## src/rtl/snake_body_engine.sv

```systemverilog
// Snake state engine: head, shifting body store, length, direction and IDLE/RUN/DEAD
// sequencing, with wall/self collision detection and registered per-cell render queries.
module snake_body_engine #(
    parameter int GRID_W   = 32,
    parameter int GRID_H   = 24,
    parameter int CW       = 6,
    parameter int MAX_LEN  = 64,
    parameter int LW       = 7,
    parameter int INIT_LEN = 3,
    parameter int START_X  = 16,
    parameter int START_Y  = 12,
    parameter bit WRAP     = 1'b0
) (
    input  logic          clk,
    input  logic          rst,
    input  logic          start,
    input  logic          tick,
    input  logic          dir_valid,
    input  logic [1:0]    dir,
    input  logic          grow,
    input  logic          q_valid,
    input  logic [CW-1:0] qx,
    input  logic [CW-1:0] qy,
    output logic [CW-1:0] head_x,
    output logic [CW-1:0] head_y,
    output logic [LW-1:0] length,
    output logic          running,
    output logic          game_over,
    output logic          len_full,
    output logic          hit_valid,
    output logic          hit_head,
    output logic          hit_body
);

    localparam int NSEG = MAX_LEN - 1;
    localparam int SW   = CW + 2;

    typedef enum logic [1:0] {IDLE, RUN, DEAD} state_t;

    state_t        state;
    logic [1:0]    cur_dir;
    logic [1:0]    pend_dir;
    logic          grow_pend;
    logic [CW-1:0] seg_x [NSEG];
    logic [CW-1:0] seg_y [NSEG];

    logic signed [1:0]    dx, dy;
    logic signed [SW-1:0] sx, sy;
    logic [CW-1:0]        nx, ny;
    logic                 wall_hit, self_hit, collide, growing, step, q_head, q_body;
    logic [1:0]           dir_ref;
    logic [LW-1:0]        act_lim, self_lim;

    function automatic logic signed [1:0] delta_x(input logic [1:0] d);
        case (d)
            2'b00:   return 2'sb01;
            2'b10:   return 2'sb11;
            default: return 2'sb00;
        endcase
    endfunction

    function automatic logic signed [1:0] delta_y(input logic [1:0] d);
        case (d)
            2'b01:   return 2'sb11;
            2'b11:   return 2'sb01;
            default: return 2'sb00;
        endcase
    endfunction

    // One-step moves can only leave the grid by one cell, so wrapping is a two-sided clamp swap.
    function automatic logic [CW-1:0] wrap_coord(input logic signed [SW-1:0] v, input int lim);
        if (v < 0)
            return CW'(lim - 1);
        else if (v >= lim)
            return '0;
        else
            return v[CW-1:0];
    endfunction

    function automatic logic [CW-1:0] init_seg_x(input int i);
        return (i < INIT_LEN - 1) ? CW'(START_X - 1 - i) : '0;
    endfunction

    function automatic logic [CW-1:0] init_seg_y(input int i);
        return (i < INIT_LEN - 1) ? CW'(START_Y) : '0;
    endfunction

    assign len_full = (length == LW'(MAX_LEN));
    assign step     = (state == RUN) && tick;
    assign growing  = (grow_pend || grow) && !len_full;
    assign act_lim  = length - LW'(1);
    assign self_lim = growing ? act_lim : (length - LW'(2));
    // A dir arriving with a tick is judged against the direction that tick commits to.
    assign dir_ref  = step ? pend_dir : cur_dir;

    always_comb begin
        dx = delta_x(pend_dir);
        dy = delta_y(pend_dir);
        sx = $signed({2'b00, head_x}) + $signed({{CW{dx[1]}}, dx});
        sy = $signed({2'b00, head_y}) + $signed({{CW{dy[1]}}, dy});
        if (WRAP) begin
            nx       = wrap_coord(sx, GRID_W);
            ny       = wrap_coord(sy, GRID_H);
            wall_hit = 1'b0;
        end else begin
            nx       = sx[CW-1:0];
            ny       = sy[CW-1:0];
            wall_hit = (sx < 0) || (sx >= GRID_W) || (sy < 0) || (sy >= GRID_H);
        end
    end

    // The tail segment is excluded from self collision unless it stays put because of growth.
    always_comb begin
        self_hit = 1'b0;
        q_body   = 1'b0;
        for (int i = 0; i < NSEG; i++) begin
            if ((LW'(i) < self_lim) && (seg_x[i] == nx) && (seg_y[i] == ny))
                self_hit = 1'b1;
            if ((LW'(i) < act_lim) && (seg_x[i] == qx) && (seg_y[i] == qy))
                q_body = 1'b1;
        end
        q_head  = (qx == head_x) && (qy == head_y);
        collide = wall_hit || self_hit;
    end

    always_ff @(posedge clk or negedge rst) begin
        if (!rst) begin
            state     <= IDLE;
            running   <= 1'b0;
            game_over <= 1'b0;
            head_x    <= CW'(START_X);
            head_y    <= CW'(START_Y);
            length    <= LW'(INIT_LEN);
            cur_dir   <= 2'b00;
            pend_dir  <= 2'b00;
            grow_pend <= 1'b0;
            hit_valid <= 1'b0;
            hit_head  <= 1'b0;
            hit_body  <= 1'b0;
            for (int i = 0; i < NSEG; i++) begin
                seg_x[i] <= init_seg_x(i);
                seg_y[i] <= init_seg_y(i);
            end
        end else begin
            hit_valid <= q_valid;
            if (q_valid) begin
                hit_head <= q_head;
                hit_body <= q_body;
            end
            if (dir_valid && ((dir ^ 2'b10) != dir_ref))
                pend_dir <= dir;
            if (grow)
                grow_pend <= 1'b1;

            case (state)
                IDLE: begin
                    if (start) begin
                        state   <= RUN;
                        running <= 1'b1;
                    end
                end
                RUN: begin
                    if (tick) begin
                        cur_dir   <= pend_dir;
                        grow_pend <= 1'b0;
                        if (collide) begin
                            state     <= DEAD;
                            running   <= 1'b0;
                            game_over <= 1'b1;
                        end else begin
                            head_x   <= nx;
                            head_y   <= ny;
                            seg_x[0] <= head_x;
                            seg_y[0] <= head_y;
                            for (int i = 1; i < NSEG; i++) begin
                                seg_x[i] <= seg_x[i-1];
                                seg_y[i] <= seg_y[i-1];
                            end
                            if (growing)
                                length <= length + LW'(1);
                        end
                    end
                end
                DEAD: begin
                    if (start) begin
                        state     <= IDLE;
                        running   <= 1'b0;
                        game_over <= 1'b0;
                        head_x    <= CW'(START_X);
                        head_y    <= CW'(START_Y);
                        length    <= LW'(INIT_LEN);
                        cur_dir   <= 2'b00;
                        pend_dir  <= 2'b00;
                        grow_pend <= 1'b0;
                        hit_valid <= 1'b0;
                        hit_head  <= 1'b0;
                        hit_body  <= 1'b0;
                        for (int i = 0; i < NSEG; i++) begin
                            seg_x[i] <= init_seg_x(i);
                            seg_y[i] <= init_seg_y(i);
                        end
                    end
                end
                default: begin
                    state   <= IDLE;
                    running <= 1'b0;
                end
            endcase
        end
    end

endmodule

```

## config.mk

```make
export PLATFORM = sky130hd
export DESIGN_NAME = snake_body_engine
export DESIGN_NICKNAME = d
export VERILOG_FILES = /design/src/rtl/snake_body_engine.sv
export SDC_FILE = /design/constraint.sdc
export NUM_CORES = 2
export LEC_CHECK = 0
export ABC_AREA = 1
export CORE_MARGIN = 8
export CORE_UTILIZATION = 40
export CTS_BUF_LIST = sky130_fd_sc_hd__clkbuf_8
export DETAILED_ROUTE_END_ITERATION = 8
export HOLD_SLACK_MARGIN = 0.15
export PLACE_DENSITY_LB_ADDON = 0.05
export SLEW_MARGIN = 20
export SYNTH_ARGS = -nofsm -noshare
export SYNTH_HDL_FRONTEND = slang
export SYNTH_SLANG_ARGS = --single-unit
```

## constraint.sdc

```tcl
create_clock -name clk -period 11.45 [get_ports clk]
set_input_delay 2.29 -clock clk [delete_from_list [all_inputs] [get_ports clk]]
set_output_delay 2.29 -clock clk [all_outputs]
set_load 0.02 [all_outputs]
```

# Word-level counts from Yosys, hierarchy flattened
# Cells that the tools add are included.
# word_totals
inputBits	21
regBits	787
out_inout_bits	25
elab_cells	992
# classes
n_mux	181
bitwise	1
magnitude_cmp	130
n_reduce_logical	270
n_eq_ne	267
add_sub_neg	5
# ops
operator	count
2-to-1 mux 378 bit	6
equality test 6 bit	254
case mux 378 bit (2 select lines)	2
< comparator 6 x 7 -> 1 bit, first input constant	62
logical AND 1 bit	256
< comparator 5 x 7 -> 1 bit, first input constant	32
2-to-1 mux 1 bit	143
< comparator 4 x 7 -> 1 bit, first input constant	16
< comparator 3 x 7 -> 1 bit, first input constant	8
2-to-1 mux 6 bit	6
2-to-1 mux 7 bit	5
< comparator 1 x 7 -> 1 bit, first input constant	4
< comparator 2 x 7 -> 1 bit, first input constant	4
case mux 6 bit (2 select lines)	2
2-to-1 mux 2 bit	9
adder 7 x 2 -> 8 bit	2
< comparator 8 x 1 -> 1 bit, second input constant	2
case mux 7 bit (2 select lines)	1
inequality test 2 bit, second input constant	6
case mux 2 bit (2 select lines)	3
AND reduction 4 bit	3
>= comparator 8 x 6 -> 1 bit, second input constant	1
>= comparator 8 x 7 -> 1 bit, second input constant	1
adder 7 x 1 -> 7 bit, second input constant	1
other kinds (16)	25

# Depth between registers and ports, before layout
# logic_depth
word_depth	74
ltp_mapped	34
depth_no_buf	31

# Worst setup path after synthesis
# OpenSTA, ideal clock, no wires.
# synth_path
kind	input port to flip-flop
from	input grow
to	register seg_y[158] (netlist name)
path_buffers	3
setup_time_ns	0.117
arrival_ns	4.546
t_required_ns	11.333
setup_slack_ns	6.787
stages	25
path_cell_list	nor2_1 > inv_1 > nand2_2 > nand2_1 > nand2_1 > inv_1 > nor2_4 > buf_4 > nand3_1 > nand2_1 > inv_1 > nand3_1 > nor2_1 > nor2_1 > nand2_1 > nor2_1 > nand2_1 > nor2_1 > nand2_2 > nand2_4 > nand2_2 > buf_2 > buf_2 > nand2_1 > nand2_1
# synth_via
elab_chain_cells	72
elab_cells_between_ends	258
cone_classes	63 x order compare; 1 x eq/ne; 64 x mux; 130 x reduce/logical
# synth_lines
element	line	source
from (decl)	20	input logic grow,
logical OR 1 bit (*)	90	assign growing = (grow_pend || grow) && !len_full;
logical AND 1 bit (*)	90	
2-to-1 mux 7 bit (*)	92	assign self_lim = growing ? act_lim : (length - LW'(2));
< comparator 1 x 7 -> 1 bit	117	if ((LW'(i) < self_lim) && (seg_x[i] == nx) && (seg_y[i] == ny))
logical AND 1 bit (2 in a row)	117	
2-to-1 mux 1 bit (62 in a row)	117	
2-to-1 mux 1 bit (*)	117	
logical OR 1 bit (*)	123	collide = wall_hit || self_hit;
inequality test 2 bit (no line) (*)	--	
AND reduction 4 bit (no line) (*)	--	
to (signal, indexed assignment)	142	seg_y[i] <= init_seg_y(i);
to (signal, indexed assignment)	177	seg_y[i] <= seg_y[i-1];
to (signal, indexed assignment)	200	seg_y[i] <= init_seg_y(i);
to (decl)	45	logic [CW-1:0] seg_y [NSEG];
# Mark *: on every way between the ends. The rest lies on a longest branch, timed or not.
# A chain may end at the register's enable or synchronous reset.

# Worst setup path in the final report
# layout_path
from	register length[0]
to	register seg_y[291] (netlist name)
# layout_via
elab_chain_cells	73
elab_cells_between_ends	261
cone_classes	2 x add/sub; 63 x order compare; 2 x eq/ne; 64 x mux; 130 x reduce/logical
# layout_lines
element	line	source
from (decl)	26	output logic [LW-1:0] length,
from (signal assigned)	133	length <= LW'(INIT_LEN);
from (signal assigned)	180	length <= length + LW'(1);
from (signal assigned)	191	length <= LW'(INIT_LEN);
parallel branches: the longest is 3 deep, another holds subtractor 7 x 2 -> 7 bit	--	
2-to-1 mux 7 bit (*)	92	
< comparator 1 x 7 -> 1 bit	117	
logical AND 1 bit (2 in a row)	117	
2-to-1 mux 1 bit (62 in a row)	117	
2-to-1 mux 1 bit (*)	117	
logical OR 1 bit (*)	123	
inequality test 2 bit (no line) (*)	--	
AND reduction 4 bit (no line) (*)	--	
# Mark *: on every way between the ends.

==> key figures <==
Outcome
  – Status: finished clean

Place
  – Buffers on Ports: 45
  – Final Wtd Congestion: 0.993
  – DP HPWL: 183 mm

Worst setup path
  – R2R depth: 25
  – CP max-delay cell: dfstp_2
  – Worst reg-to-reg setup slack: 3.58 ns
  – Stages on worst setup path: 25
  – Crit Path Max Fanout: 171
  – CP bufs+invs: 5
  – Worst r2r dst: seg_y[291]$_DFFE_PN0P_
  – Crit path to: seg_y[291]$_DFFE_PN0P_
  – CP Launch Type: flop
  – Critical path type: reg2reg
  – Nature of the critical path endpoint: flop
  – Critical Path Max Stage Delay: ~0.73 ns
  – WP data required: ~12 ns
  – CP most frequent cell: nand2_1
  – Top Family by Delay on Critical Path: simple AND/OR/NAND/NOR gates
  – Critical Path Start: length[0]$_DFFE_PN1P_
  – WP data arrival: 8.66 ns
  – Worst r2r src: length[0]$_DFFE_PN1P_

Yosys
  – Cell Area, Synth: 59,900 um^2
  – Synth Net Count: 9,589
  – Yosys Warn Count: 0
  – Avg Cell Area, Syn: 6.27 um^2
  – Mapped Cells: about 9,600
  – Synth Flop Type: dfrtp_1
  – Post-synth ARST share: 100%
  – Synthesis-stage register bit count: 786
  – Post-synth EDFFs: 0
  – Count of different cell masters after synthesis: 51
  – Seq/Total Area, Yosys: 32.9%

Pwr
  – Pwr Density: about 320 nW/um^2
  – Total power: 20.9 mW
  – Worst vdd ir: 0.493 mV
  – Leak Pwr: roughly 34 nW

Clock network
  – CTS tree: yes
  – Clock latency on the worst-skew pair: 0.92 ns
  – Total CTS buffers: ~160
  – Post-CTS Hold Buffers: 0
  – Reg clk slew, reported paths: 0.06 ns
  – H-tree depth: 4
  – CTS resizes: 0
  – Post-CTS Setup Inserts: 0
  – Clock Tree Buf Depth: 3
  – CTS root buffer: clkbuf_8
  – CTS sink cnt: 786

Timing
  – Maximum clock frequency: 127 MHz
  – Slew Viols, Final: 0
  – Slew @ Worst Pin: approximately 1.1 ns
  – Setup Skew: 0.0441 ns
  – Fin crit share: around 69%
  – Final setup fails: 0
  – Setup TNS: 0 ns
  – RSZ-0062 raised after global routing: no
  – Max_slew headroom: a little under a quarter
  – Fin. Hold Viols: 0
  – Period minus WS final: about 7.9 ns

Floorplanning
  – Initial core utilization: between 40% and 50%
  – Die Width: 403 um
  – Standard-cell rows: around 140
  – IO Pins: 46
  – Die area: 162,000 um^2
  – Core area: 149,000 um^2
  – Die H: 403 um

Finish
  – Area Growth Syn to Fin: 7.69%
  – Commonest non-fill, non-tap cell in the layout: nand2_1
  – Most frequent cells in the layout: 3,533 x nand2_1, 1,211 x nor2_1, 1,123 x nand3_1, 934 x inv_1, 770 x dfrtp_1
  – Layout cells sized above 1: 5.23%
  – Nets@finish: 9,344
  – Final Util: 43.2%

Global routing
  – GR Overflow Total: 0
  – Initial antenna violation count: 14
  – Largest net degree at the start of global routing: approximately 210
  – First-pass GRT wire length: 429 mm
  – Tot GR Track Use: 35.5%
  – Vias in the first global route: around 60,000

Routing
  – DR iter-0 viols: around 8,900
  – Total number of vias: 64,700
  – WL met1: 126 mm
  – Wire length per cell: ~26 um
  – DRC viols: 0
  – Final WL: 299 mm
  – ANT nets after route: 0
  – DR WL met3: 32.2 mm
  – Pre-antenna DRT Iters: 7
  – Met2 wire length: 125 mm
  – Via density: 5.69
  – DR top layer: met5

Flow run
  – Max-cap check violation count: 0

Min path
  – Tightest Hold Check Type: reg2reg
[metrics by stage]
stage / std cells / hold WS (ns) / setup slack [ns] / instance area, um^2
3_3_place_gp: 11100 / 0.456 / 3.21 / 61200
5_1_grt: 11400 / 0.497 / 3.72 / 64500
6_report: 11400 / 0.473 / 3.58 / 64500
3_5_place_dp: 11100 / 0.463 / 3.20 / 61200
2_1_floorplan: 9552 / 0.442 / 6.79 / 59900
4_1_cts: 11400 / 0.478 / 4.17 / 64500
[metal layers]
metal  global-route usage (%)  vias to the layer above
li1                         -                    29200
met1                     49.4                    31100
met2                     51.8                     3564
met3                     8.23                      784
met4                     16.8                       10
met5                    0.386                        -
[synthesized netlist by cell type, types with 5 or more instances]
cell type	instances	area, um^2
or2_2	8	50.1
o22ai_1	31	194
o21ai_1	7	35.0
xnor2_1	161	1410
nand3b_1	14	105
o211ai_1	5	37.5
xor2_1	466	4080
inv_2	12	45.0
dfstp_2	16	420
nand3_2	7	70.1
clkinv_1	11	41.3
nand2_2	21	131
dfrtp_1	770	19300
a2111oi_0	7	61.3
nor2_1	1214	4560
buf_2	154	771
nor2_2	5	31.3
ha_1	16	200
nand3_1	1123	5620
buf_6	73	822
inv_1	891	3340
nand4_1	253	1580
a21oi_1	88	440
buf_4	14	105
nor4_1	96	601
buf_1	62	233
nor3_1	69	345
nand2_1	3539	13300
o21ai_0	63	315
o2111ai_1	26	228
clkbuf_1	288	1080
buf_8	5	75.1
[how the worst min path moves through the flow]
stage	from	to	slack, ns	cells after the start
after floorplan	seg_x[152]$_DFFE_PN0P_	seg_x[152]$_DFFE_PN0P_	0.44	2
final	game_over$_DFFE_PN0P_	game_over$_DFFE_PN0P_	0.47	2
after global placement	seg_y[154]$_DFFE_PN0P_	seg_y[154]$_DFFE_PN0P_	0.46	2
after global routing	seg_x[367]$_DFFE_PN1P_	seg_x[367]$_DFFE_PN1P_	0.50	2
after detailed placement	seg_x[152]$_DFFE_PN0P_	seg_x[152]$_DFFE_PN0P_	0.46	2
after CTS	seg_x[152]$_DFFE_PN0P_	seg_x[152]$_DFFE_PN0P_	0.48	2
[sequential cells by signal, summed over array words and instances (netlist names)]
| signal | cells |
|---|---|
| cur_dir | 2 |
| game_over | 1 |
| grow_pend | 1 |
| head_x | 6 |
| head_y | 6 |
| hit_body | 1 |
| hit_head | 1 |
| hit_valid | 1 |
| length | 7 |
| pend_dir | 2 |
| seg_x | 378 |
| seg_y | 378 |
| state | 2 |
[worst min-delay path, cell delays in order (launching register included)]
cell,delay (ns)
dfrtp_1,0.34
nand2_1,0.05
nand2_1,0.05
[power breakdown]
| group | leakage [nW] | internal, mW | switching [mW] |
|---|---|---|---|
| Clock | 1.89 | 1.69 | 1.44 |
| Sequential | 10.9 | 3.07 | 0.397 |
| Combinational | 21.2 | 2.94 | 11.4 |
[cell families after synthesis]
kind of cell	share of synthesized area [%]
buffers and inverters	10.9
adders and majority gates	0.334
and+or+nand+nor	44.2
AOI/OAI and AO/OA	2.54
xor gates and xnor gates	9.16
DFF	32.9
[final cells by class]
class                           count  area (um^2)
Antenna cell                       11         27.5
Clock buffer                      215         2960
Clock inverter                     69          339
Fill cell                       16200        84700
Inverter                          914         3440
Multi-Input combinational cell   7254        33900
Sequential cell                   786        19700
Tap cell                         1944         2430
Timing Repair Buffer              188         1790
(Power assumes the default switching activity.)
